$ cat src/rtl/instr_fetch_pkg.sv
// Shared fetch-stage types: IF/ID latch layout, fetch FSM states and opcode constants.
// Pure declarations; no logic or timing of its own.
package instr_fetch_pkg;

  localparam logic [15:0] NOP_INSTR = 16'h0800;
  localparam logic [4:0]  OP_HALT   = 5'b00000;

  typedef enum logic [1:0] {
    REQ,
    HOLD,
    DRAIN,
    HALTED
  } fetch_state_t;

  typedef struct packed {
    logic [15:0] instr;
    logic [15:0] pc_plus2;
    logic        valid;
  } ifid_t;

  function automatic logic is_halt(input logic [15:0] instr);
    return instr[15:11] == OP_HALT;
  endfunction

endpackage

$ cat src/rtl/if_id_reg.sv
// 33-bit pipeline latch (instr, pc+2, valid): bubble beats load, otherwise holds.
// One-cycle latency; the caller holds it by deasserting both load and bubble.
module if_id_reg
  import instr_fetch_pkg::*;
(
  input  logic  clk,
  input  logic  rst,
  input  logic  load,
  input  logic  bubble,
  input  ifid_t d,
  output ifid_t q
);

  always_ff @(posedge clk) begin
    if (!rst) begin
      q <= '{instr: NOP_INSTR, pc_plus2: 16'h0000, valid: 1'b0};
    end else if (bubble) begin
      q.instr <= NOP_INSTR;
      q.valid <= 1'b0;
    end else if (load) begin
      q <= d;
    end
  end

endmodule

$ cat src/rtl/instr_fetch.sv
// Fetch stage: owns the PC, reads a variable-latency imem, feeds the IF/ID latch.
// Zero-wait memory gives 1 instr/cycle; a stalled response parks in a one-entry skid buffer.
module instr_fetch
  import instr_fetch_pkg::*;
#(
  parameter logic [15:0] RESET_PC = 16'h0000
) (
  input  logic        clk,
  input  logic        rst,
  output logic        imem_req,
  output logic [15:0] imem_addr,
  input  logic        imem_ready,
  input  logic [15:0] imem_rdata,
  input  logic        stall,
  input  logic        redirect,
  input  logic [15:0] redirect_pc,
  output logic [15:0] if_instr,
  output logic [15:0] if_pc_plus2,
  output logic        if_valid,
  output logic        if_HALT,
  output logic        err
);

  fetch_state_t state;
  logic [15:0]  pc;
  logic [15:0]  drain_addr;
  logic [15:0]  buf_instr;
  logic [15:0]  buf_pc2;
  logic [15:0]  pc_inc;
  logic [15:0]  target;
  logic         accept;
  logic         ifid_load;
  logic         ifid_bubble;
  ifid_t        ifid_d;
  ifid_t        ifid_q;

  assign imem_req  = rst && (state == REQ || state == DRAIN);
  // DRAIN must keep presenting the abandoned address until memory answers it.
  assign imem_addr = (state == DRAIN) ? drain_addr : pc;
  assign accept    = imem_req && imem_ready;
  assign pc_inc    = pc + 16'd2;
  assign target    = {redirect_pc[15:1], 1'b0};

  always_comb begin
    ifid_load   = 1'b0;
    ifid_bubble = 1'b0;
    ifid_d      = '{instr: imem_rdata, pc_plus2: pc_inc, valid: 1'b1};
    if (redirect) begin
      ifid_bubble = 1'b1;
    end else begin
      case (state)
        REQ: begin
          if (!stall) begin
            ifid_load   = accept;
            ifid_bubble = !accept;
          end
        end
        HOLD: begin
          if (!stall) begin
            ifid_load = 1'b1;
            ifid_d    = '{instr: buf_instr, pc_plus2: buf_pc2, valid: 1'b1};
          end
        end
        HALTED: ifid_bubble = !stall;
        default: ;
      endcase
    end
  end

  always_ff @(posedge clk) begin
    if (!rst) begin
      state      <= REQ;
      pc         <= RESET_PC;
      drain_addr <= 16'h0000;
      buf_instr  <= 16'h0000;
      buf_pc2    <= 16'h0000;
      err        <= 1'b0;
    end else begin
      if (redirect && redirect_pc[0]) err <= 1'b1;
      case (state)
        REQ: begin
          if (redirect) begin
            pc <= target;
            if (!accept) begin
              state      <= DRAIN;
              drain_addr <= pc;
            end
          end else if (accept) begin
            pc <= pc_inc;
            if (stall) begin
              buf_instr <= imem_rdata;
              buf_pc2   <= pc_inc;
              state     <= HOLD;
            end else if (is_halt(imem_rdata)) begin
              state <= HALTED;
            end
          end
        end
        HOLD: begin
          if (redirect) begin
            pc    <= target;
            state <= REQ;
          end else if (!stall) begin
            state <= is_halt(buf_instr) ? HALTED : REQ;
          end
        end
        DRAIN: begin
          if (redirect) pc <= target;
          if (imem_ready) state <= REQ;
        end
        HALTED: begin
          if (redirect) begin
            pc    <= target;
            state <= REQ;
          end
        end
        default: state <= REQ;
      endcase
    end
  end

  if_id_reg u_if_id (
    .clk    (clk),
    .rst    (rst),
    .load   (ifid_load),
    .bubble (ifid_bubble),
    .d      (ifid_d),
    .q      (ifid_q)
  );

  assign if_instr    = ifid_q.instr;
  assign if_pc_plus2 = ifid_q.pc_plus2;
  assign if_valid    = ifid_q.valid;
  assign if_HALT     = ifid_q.valid && is_halt(ifid_q.instr);

endmodule

$ cat config.mk
export PLATFORM = sky130hd
export DESIGN_NAME = instr_fetch
export DESIGN_NICKNAME = d
export VERILOG_FILES = /design/src/rtl/instr_fetch_pkg.sv /design/src/rtl/if_id_reg.sv /design/src/rtl/instr_fetch.sv
export SDC_FILE = /design/constraint.sdc
export NUM_CORES = 1
export LEC_CHECK = 0
export CAP_MARGIN = 20
export CORE_AREA = 3 3 81 113
export CTS_CLUSTER_SIZE = 28
export DETAILED_ROUTE_END_ITERATION = 12
export DIE_AREA = 0 0 84 116
export GPL_ROUTABILITY_DRIVEN = 1
export MAX_ROUTING_LAYER = met4
export PLACE_DENSITY = 0.84
export SETUP_SLACK_MARGIN = 0.5
export SKIP_CTS_REPAIR_TIMING = 1
export SKIP_LAST_GASP = 1
export SLEW_MARGIN = 10
export SYNTH_ARGS = -nofsm -noshare
export SYNTH_HDL_FRONTEND = slang
export SYNTH_SLANG_ARGS = --single-unit
$ cat constraint.sdc
create_clock -name clk -period 3.75 [get_ports clk]
set_clock_uncertainty 0.2 [all_clocks]
set_input_delay 0.75 -clock clk [delete_from_list [all_inputs] [get_ports clk]]
set_output_delay 0.75 -clock clk [all_outputs]
set_load 0.01 [all_outputs]
==> flow_metrics.tcl <==
set metrics [dict create \
    via_per_inst 5.92 \
    arrival_ps 2110 \
    dr.pass1.iters 5 \
    synth_top_area_cell "dfxtp_1" \
    power_density_nw_per_um2 443 \
    dp_slack_ps 633 \
    drcViolationCount 0 \
    dieArea_um2 9740 \
    synth_async_sr_flop_share 0 \
    synth.most_common_cell "nand2_1" \
    yosysWarnings 0 \
    cts_tree "done" \
    hpwl_mm 8.14 \
    fin_util 0.689 \
    p_total_mw 2.52 \
    ys_seq_elements 96 \
    grt_max_degree 86 \
    tns_ps 0 \
    synth_edf_count 0 \
    fill_cells 653 \
    tightestPinTransition_ps 732 \
    max_freq_mhz 327 \
    die_h_um 116 \
    status "complete, no violations" \
    syn_avg_cell_area_um2 8.33 \
    seqCellArea_um2 1920 \
    drt_iter0_drc 304 \
    end_kind "primary output" \
    core.rowCount 39 \
    fin_crit_sh 0.816 \
    clk_pin_slew_ps 70 \
    leakagePower_nw 2.07 \
    clockBufferDepth 2 \
    max_cap_viol_count 0 \
    setup_viol 0 \
    ys.flop_type "dfxtp_1" \
    cts_made_buffers 9 \
    setup_slack_ps 688 \
    grt_pass1_wl_mm 19.3 \
    antenna_found_initial 0 \
    fin_crit_ps 3060 \
    synthTopCellsByArea "dfxtp_1, nand2_1, a21boi_0, nand3_1, mux2_2" \
    slew_viol_final 0 \
    place_congestion 0.877 \
    grt_pass1_vias 4095 \
    synth_common_cells "nand2_1, dfxtp_1, nand3_1, nor2_1, a21boi_0" \
    core_um2 8250 \
    whs_ps 252 \
    ant_nets 0 \
    initial_core_util 0.554 \
    synthToLayoutAreaGrowth_pct 24.4 \
    grt_use_total 0.252 \
    avgRoutedWirePerCell_um 16.4 \
    hold_viol 0 \
    path_class "register to primary output" \
    grt_remaining_overflow 0 \
    synth_cell_types 57 \
    start_kind "register" \
    synth_cells 548 \
    clock_sinks 96 \
    max_slew_margin 0.512 \
    multi_input_area_um2 2390 \
    worstHoldPathType "register to register" \
    crit_required_ps 2800 \
    dieWidth_um 84 \
    seq_area_frac_synth 0.421 \
    placement.io_buffers 86 \
    synthesis.area_um2 4570 \
    peakVddDrop_v 0.000365 \
    critPathMaxFanout 18 \
    rsz0062_at_grt "false" \
    cts_root_buf "clkbuf_16" \
    synth_top_area_frac 0.421 \
    vias 4201 \
    drive_gt1_frac 0.0938 \
    routed_wl_mm 11.7 \
    clk_latency_ps 350 \
    cts_htree_levels 3 \
    nets 645 \
    ioPinCount 89 \
    num_antenna_cells 0 \
]
==> path summary, 6_finish.rpt <==
path         cells after the start          from            end  slack, ps
max                              4      state[0]   imem_addr[6]        690
min                              2  u_if_id.q[4]   u_if_id.q[4]        250
max reg2reg                      6      state[0]  u_if_id.q[28]       1280
min reg2reg                      2  u_if_id.q[4]   u_if_id.q[4]        250
==> metal layers <==
metal / up-vias / GRT usage / share of wire / wire [µm]
li1: 2041 / - / - / -
met1: 1957 / 0.286 / 0.40 / 4680
met2: 169 / 0.422 / 0.50 / 5820
met3: 34 / 0.0505 / 0.060 / 702
met4: 0 / 0.131 / 0.040 / 465
met5: - / - / 0 / 0
==> registers in the layout, summed over array words and instances (netlist names) <==
name and cells:
drain_addr 15, err 1, buf_instr 16, pc 15, u_if_id.q 32, buf_pc2 15
state 2
==> power by group <==
part	switching (mW)	leakage [nW]	internal, mW	total, mW
logic	0.248	1.15	0.206	0.453
clock network	0.402	0.145	0.537	0.939
registers	0.0554	0.780	1.07	1.12
total	0.705	2.07	1.81	2.52
==> placed cells by master, fill, tap and decap left out, drive strengths merged, types with 6 or more instances in the layout <==
master,Yosys,routed
o21ai,22,22
o211a,11,11
a31o,7,7
clkbuf,28,10
clkdlybuf4s50,0,85
a211oi,7,7
buf,23,9
nor2,32,32
a311oi,15,15
xor2,6,6
a21boi,36,36
dfxtp,96,96
nand2,117,117
o221ai,8,8
xnor2,10,10
inv,5,6
a21oi,17,17
mux2,14,14
nand3,41,41
==> worst max-delay path: stages, from the launching register on <==
cell,delay [ps]
dfxtp_1,340
inv_1,90
ha_2,450
mux2_2,400
clkdlybuf4s50_1,490
==> per-stage QoR <==
step                      instance area, µm²  cells
after global routing                    5680    710
after global placement                  5370    694
after CTS                               5680    710
final                                   5680    710
after floorplan                         4570    549
after detailed placement                5370    694
==> area by class of cell <==
cell class	instances	share of cell area
Multi-Input combinational cell	397	0.421
Sequential cell	96	0.338
Tap cell	102	0.0225
Inverter	5	0.00330
Clock inverter	6	0.0119
Timing Repair Buffer	94	0.161
Clock buffer	10	0.0421
==> cell families after synthesis <==
family / count (synthesis) / synth area share
adder cells (fa/ha/maj): 5 / 0.0137
other: 1 / 0.000821
AO/OA/AOI/OAI: 143 / 0.232
XOR/XNOR: 16 / 0.0307
AND/OR/NAND/NOR: 217 / 0.211
multiplexers: 14 / 0.0345
buffers and inverters: 56 / 0.0570
flip-flops: 96 / 0.421
Power figures use the tool's default switching activity.
